$ cat src/rtl/fir4_sched_pkg.sv
// Shared types for the time-multiplexed 4-tap FIR scheduler.
// Combinational helpers only; no latency.
// No flow control here; the pipeline stalls are handled in fir4_rr_sched.
package fir4_sched_pkg;

  localparam int DEF_W   = 16;
  localparam int DEF_NCH = 4;

  typedef logic signed [DEF_W-1:0] sample_t;
  typedef logic signed [DEF_W+1:0] acc_t;

  // Current sample plus the three previous ones, newest first
  typedef struct packed {
    sample_t x;
    sample_t h0;
    sample_t h1;
    sample_t h2;
  } taps_t;

  // Sign-extend one sample to the accumulator width
  function automatic acc_t sext_acc(input sample_t s);
    return acc_t'(s);
  endfunction

endpackage

$ cat src/rtl/fir4_sum4.sv
// Signed 4-input adder for the FIR sum stage.
// Purely combinational, zero latency.
// No flow control; the caller decides when the result is captured.
module fir4_sum4
  import fir4_sched_pkg::*;
(
  input  taps_t taps,
  output acc_t  sum
);

  // Two guard bits make the four-way sum exact for any signed inputs
  assign sum = sext_acc(taps.x) + sext_acc(taps.h0)
             + sext_acc(taps.h1) + sext_acc(taps.h2);

endmodule

$ cat src/rtl/fir4_rr_sched.sv
// Round-robin shared 4-tap FIR sum over NCH channels with per-channel tap history.
// Accept at edge k gives out_valid after edge k+1 (fires at edge k+2 with no stall).
// in_ready drops for all channels when both pipeline stages are full and out_ready is low.
module fir4_rr_sched
  import fir4_sched_pkg::*;
#(
  // Tap and result types come from the package, so W must stay equal to DEF_W
  parameter int  W   = DEF_W,
  parameter int  NCH = DEF_NCH,
  localparam int CW  = $clog2(NCH)
) (
  input  logic             clk,
  input  logic             reset,
  input  logic [NCH-1:0]   in_valid,
  input  logic [NCH*W-1:0] in_data,
  output logic [NCH-1:0]   in_ready,
  input  logic             flush,
  output logic             out_valid,
  output logic [W+1:0]     out_data,
  output logic [CW-1:0]    out_ch,
  input  logic             out_ready
);

  // Per-channel history: index 0 is h0 (newest)
  sample_t       hist_q [NCH][3];
  sample_t       hist_d [NCH][3];
  logic [CW-1:0] ptr_q, ptr_d;
  logic          s1_v_q, s1_v_d;
  logic [CW-1:0] s1_ch_q, s1_ch_d;
  taps_t         s1_taps_q, s1_taps_d;
  logic          out_valid_q, out_valid_d;
  acc_t          out_data_q, out_data_d;
  logic [CW-1:0] out_ch_q, out_ch_d;

  logic          found;
  logic [CW-1:0] grant;
  logic          s2_free, can_accept, s1_adv, out_fire, accept;
  sample_t       in_x;
  acc_t          sum;

  // Round-robin search: first requesting channel at or after ptr
  always_comb begin
    int            idx_i;
    logic [CW-1:0] idx;
    found = 1'b0;
    grant = '0;
    idx_i = 0;
    idx   = '0;
    for (int k = 0; k < NCH; k++) begin
      idx_i = int'(ptr_q) + k;
      if (idx_i >= NCH) idx_i = idx_i - NCH;
      idx = CW'(idx_i);
      if (!found && in_valid[idx]) begin
        found = 1'b1;
        grant = idx;
      end
    end
  end

  assign in_x = in_data[grant*W +: W];

  // Pipeline handshakes and the single-hot accept strobe
  always_comb begin
    out_fire   = out_valid_q && out_ready;
    s2_free    = !out_valid_q || out_ready;
    can_accept = !s1_v_q || s2_free;
    s1_adv     = s1_v_q && s2_free;
    accept     = found && can_accept && !flush && !reset;
    in_ready   = '0;
    if (accept) in_ready[grant] = 1'b1;
  end

  fir4_sum4 u_sum4 (
    .taps (s1_taps_q),
    .sum  (sum)
  );

  // Next state for history, pointer and both pipeline stages
  always_comb begin
    hist_d      = hist_q;
    ptr_d       = ptr_q;
    s1_v_d      = s1_v_q;
    s1_ch_d     = s1_ch_q;
    s1_taps_d   = s1_taps_q;
    out_valid_d = out_valid_q;
    out_data_d  = out_data_q;
    out_ch_d    = out_ch_q;

    if (flush) begin
      for (int c = 0; c < NCH; c++) begin
        for (int t = 0; t < 3; t++) hist_d[c][t] = '0;
      end
    end else if (accept) begin
      hist_d[grant][2] = hist_q[grant][1];
      hist_d[grant][1] = hist_q[grant][0];
      hist_d[grant][0] = in_x;
    end

    // Stage 1 captures the pre-shift taps so back-to-back accepts chain correctly
    if (accept) begin
      ptr_d        = (grant == CW'(NCH-1)) ? '0 : grant + 1'b1;
      s1_v_d       = 1'b1;
      s1_ch_d      = grant;
      s1_taps_d.x  = in_x;
      s1_taps_d.h0 = hist_q[grant][0];
      s1_taps_d.h1 = hist_q[grant][1];
      s1_taps_d.h2 = hist_q[grant][2];
    end else if (s1_adv) begin
      s1_v_d = 1'b0;
    end

    if (s1_adv) begin
      out_valid_d = 1'b1;
      out_data_d  = sum;
      out_ch_d    = s1_ch_q;
    end else if (out_fire) begin
      out_valid_d = 1'b0;
    end
  end

  // State registers with synchronous reset
  always_ff @(posedge clk) begin
    if (reset) begin
      for (int c = 0; c < NCH; c++) begin
        for (int t = 0; t < 3; t++) hist_q[c][t] <= '0;
      end
      ptr_q       <= '0;
      s1_v_q      <= 1'b0;
      s1_ch_q     <= '0;
      s1_taps_q   <= '0;
      out_valid_q <= 1'b0;
      out_data_q  <= '0;
      out_ch_q    <= '0;
    end else begin
      hist_q      <= hist_d;
      ptr_q       <= ptr_d;
      s1_v_q      <= s1_v_d;
      s1_ch_q     <= s1_ch_d;
      s1_taps_q   <= s1_taps_d;
      out_valid_q <= out_valid_d;
      out_data_q  <= out_data_d;
      out_ch_q    <= out_ch_d;
    end
  end

  assign out_valid = out_valid_q;
  assign out_data  = out_data_q;
  assign out_ch    = out_ch_q;

endmodule

$ cat config.mk
export PLATFORM = sky130hd
export DESIGN_NAME = fir4_rr_sched
export DESIGN_NICKNAME = d
export VERILOG_FILES = /design/src/rtl/fir4_sched_pkg.sv /design/src/rtl/fir4_sum4.sv /design/src/rtl/fir4_rr_sched.sv
export SDC_FILE = /design/constraint.sdc
export NUM_CORES = 1
export LEC_CHECK = 0
export ABC_CLOCK_PERIOD_IN_PS = 4500
export CORE_MARGIN = 1.5
export CORE_UTILIZATION = 64
export DETAILED_ROUTE_END_ITERATION = 16
export DONT_BUFFER_PORTS = 1
export PLACE_DENSITY_LB_ADDON = 0.15
export SLEW_MARGIN = 10
export SYNTH_ARGS = -nofsm -noshare
export SYNTH_HDL_FRONTEND = slang
export SYNTH_SLANG_ARGS = --single-unit
$ cat constraint.sdc
create_clock -name clk -period 4.5 [get_ports clk]
set_clock_uncertainty 0.2 [all_clocks]
set_input_delay 0.675 -clock clk [delete_from_list [all_inputs] [get_ports clk]]
set_output_delay 0.675 -clock clk [all_outputs]
set_load 0.03 [all_outputs]
==> run_results.csv <==
group,metric,value,unit
yosys,synth_adder_area_share,0.0722,
grt,gr-usage-all-layers,0.316,
timing,tightest_slew,1020,ps
critical_path,critPathRequiredTime,3620,ps
critical_path,critPathLaunchType,"flop",
cells_and_area,antennaDiodeCount,0,
critical_path,critPathMaxStageDelay,630,ps
timing,finalCritPeriodShare,0.863,
drt,routed_via_density,6.50,
cells_and_area,finish.utilization,0.710,
drt,firstDrtPassIters,5,
timing,max_slew_margin,0.316,
clock_tree,clk_latency,560,ps
yosys,synth_area_per_cell,10.0,sq um
timing,hold_violations,0,
yosys,synth_xor_area_frac,0.00342,
power,switching_share,0.286,
drt,drcViolationCount,0,
place,hpwlAfterDp,20.0,mm
timing,fin_tns_setup,0,ps
drt,avgRoutedWirePerCell,21.4,um
job,cap_violations,0,
clock_tree,clock-sinks,282,
grt,grt_max_degree,65,
timing,rsz0062_at_grt,"false",
clock_tree,cts_buffer_depth,3,
power,powerDensity,435,nW/um^2
critical_path,crit_type,"reg2out",
critical_path,path_delay_family,"simple AND/OR/NAND/NOR gates",
clock_tree,clkTransAtPathRegs,60,ps
timing,setup_viol,0,
floorplanning,start_util,0.655,
outcome,outcome,"finished clean",
clock_tree,numCtsBuffers,29,
clock_tree,cts_tree,"built",
power,seq_power_share,0.446,
critical_path,cp_slowest_cell,"a21oi_2",
critical_path,cp_cell_sequence,"nor2b_1, a21oi_2, and2_2, nand2_1, inv_2",
yosys,synth_area_leaders,"dfxtp_1 44%, a22o_1 15%, nand2_1 6.1%",
timing,clock.fmax,257,MHz
floorplanning,die_h,144,um
yosys,yosys.area.top_type,"dfxtp_1",
min_path,hp-class,"in2reg",
yosys,synthFlopType,"dfxtp_1",
power,power_leakage,5.36,nW
drt,drtAntennaViolNets,0,
critical_path,arrival,3010,ps
drt,vias,9920,
critical_path,worstSetupEndpointType,"output port",
cells_and_area,drive_above_1_share,0.127,
power,peakVddDrop,0.424,mV
timing,slew_viol_final,0,
clock_tree,cts-root-buf,"clkbuf_16",
place,portBuffers,0,
yosys,synth_top_family_by_area,"compound AO/OA/AOI/OAI gates",
drt,drtIter0Drc,734,
floorplanning,die_area,20900,sq um
yosys,synth-edff-count,0,
grt,first_global_vias,9576,
grt,grt_pass1_wl,51.5,mm
place,dpl_cell_area,12900,sq um
yosys,synthSimpleGateAreaFrac,0.0887,
critical_path,path_buf_inv,1,
power,combPwrFrac,0.157,
yosys,syn_area,12800,sq um
clock_tree,htreeDepth,1,
cells_and_area,area_delta_synth_final,8.30,%
yosys,synth.net_count,1402,
yosys,synthMuxAreaShare,0.0283,
yosys,synth-compound-area-share,0.299,
timing,hold_ws,34.5,ps
yosys,yosys_warnings,0,
power,p_switching,1.72,mW
floorplanning,core_area,19500,sq um
cells_and_area,stdcell_area,13900,sq um
power,clockPowerShare,0.397,
grt,antenna_found_initial,0,
yosys,synth_cells,1276,
timing,period_needed,3880,ps
critical_path,worstPathMaxFanout,24,
yosys,ys_ff_latch,282,
cells_and_area,nNetsFinal,1363,
yosys,synthArstFlopShare,0,
power,intPower,4.30,mW
floorplanning,rows,51,
grt,gr-total-overflow,0,
yosys,ys_seq_area_frac,0.441,
floorplanning,ios,97,
place,place_congestion,0.901,
drt,totalWireLength,32.6,mm
yosys,ys_types,56,
floorplanning,die_x,144,um
power,p_total,6.03,mW
yosys,yosysTopAreaCellShare,0.441,
-- metal layers --
layer	vias up	track usage	part of all wire
li1	4542	-	-
met4	0	0.104	0.031
met3	64	0.0507	0.072
met2	384	0.506	0.46
met5	-	0	0
met1	4930	0.437	0.44
-- power by group through the flow --
stage / Combinational, mW / Clock [mW] / Sequential, mW
6_report: 0.944 / 2.39 / 2.69
3_5_place_dp: 0.924 / 0 / 2.74
2_1_floorplan: 0.704 / 0 / 2.72
4_1_cts: 0.933 / 2.41 / 2.69
5_1_grt: 1.02 / 2.52 / 2.70
3_3_place_gp: 0.909 / 0 / 2.74
-- per-stage QoR --
stage / std cells / worst slack, ps
3_3_place_gp: 1470 / 992
6_report: 1525 / 616
3_5_place_dp: 1470 / 898
4_1_cts: 1525 / 655
5_1_grt: 1525 / 480
2_1_floorplan: 1276 / 1160
-- synth_stat cells, types with 7 or more instances --
| library cell | instances |
|---|---|
| mux2i_1 | 35 |
| o21ai_0 | 20 |
| a22o_1 | 225 |
| nand2_1 | 209 |
| nor2_1 | 19 |
| buf_2 | 32 |
| nand3_1 | 7 |
| clkbuf_1 | 49 |
| a21o_1 | 13 |
| nor3_1 | 7 |
| ha_1 | 21 |
| fa_1 | 33 |
| a21oi_2 | 32 |
| a32oi_2 | 45 |
| a21oi_1 | 47 |
| inv_1 | 97 |
| o221ai_1 | 17 |
| dfxtp_1 | 282 |
-- repair_timing --
item / CTS / global route
setup buffers: 0 / 0
resized for setup: 0 / 0
hold buffers: 1 / 0
endpoints found under the hold margin: 18 / 0
-- path summary, 6_finish.rpt --
check	endpoint	slack (ps)	cells past startpoint	start
max reg2reg	out_data[17]$_SDFFE_PP0P_	890	11	s1_taps_q[14]$_SDFFE_PP0P_
min reg2reg	hist_q[111]$_SDFFE_PP0P_	260	2	hist_q[111]$_SDFFE_PP0P_
max	in_ready[1]	620	5	out_valid$_SDFFE_PP0P_
min	out_data[15]$_SDFFE_PP0P_	30	1	reset
-- flip-flops by register name, indices dropped and copies added (netlist names) --
name,flops
out_valid,1
s1_taps_q,64
ptr_q,2
out_data,18
out_ch,2
s1_v_q,1
s1_ch_q,2
hist_q,192
-- layout by cell type (no fill, tap or decap), drive strengths merged, types with 2 or more instances in the layout --
| cell type | netlist | layout |
|---|---|---|
| dfxtp | 282 | 282 |
| fa | 33 | 33 |
| nor2 | 19 | 19 |
| ha | 21 | 21 |
| a32oi | 46 | 46 |
| a22oi | 2 | 2 |
| o311ai | 2 | 2 |
| nor3 | 7 | 7 |
| o211ai | 2 | 2 |
| inv | 101 | 102 |
| clkinvlp | 0 | 2 |
| nand2b | 4 | 4 |
| o2111ai | 2 | 2 |
| xor2 | 2 | 2 |
| clkbuf | 49 | 44 |
| a211o | 2 | 2 |
| xnor2 | 3 | 3 |
| nand3b | 4 | 4 |
| o21ai | 20 | 20 |
| or3 | 4 | 4 |
| nand2 | 209 | 209 |
| a22o | 225 | 225 |
| mux2i | 35 | 35 |
| a21oi | 79 | 79 |
| a31oi | 5 | 5 |
| a21o | 13 | 13 |
| and3 | 2 | 2 |
| o221ai | 17 | 17 |
| nand4 | 4 | 4 |
| a32o | 3 | 3 |
| nor2b | 5 | 5 |
| nand3 | 7 | 7 |
| buf | 43 | 21 |
| and2 | 5 | 5 |
| clkinv | 1 | 7 |
| a211oi | 4 | 4 |
| o22ai | 2 | 2 |
-- kinds of logic (layout without fill, tap and decap cells) --
| family | Yosys count | count (layout) |
|---|---|---|
| AOI/OAI and AO/OA | 431 | 431 |
| DFF | 282 | 282 |
| and+or+nand+nor | 274 | 274 |
| buffers and inverters | 194 | 178 |
| adders and majority gates | 54 | 54 |
| muxes | 36 | 36 |
| xor gates and xnor gates | 5 | 5 |
-- worst reg2reg max path, cell delays in order (launching register included) --
cell	delay, ps
dfxtp_1	330
inv_1	60
fa_1	520
fa_1	560
inv_1	50
ha_1	390
and2_1	230
a221oi_1	480
nor2b_1	90
o21ai_0	270
o311a_1	220
o21ai_0	80
-- layout make-up --
type / count / area (sq um)
fillers: 1491 / 5670
clock buffers: 44 / 872
clock inverters: 10 / 95.1
repair buffers: 22 / 168
flip-flops and latches: 282 / 5650
well taps: 265 / 332
inverters: 102 / 388
multi-input cells: 800 / 6360
(Power assumes the default switching activity.)
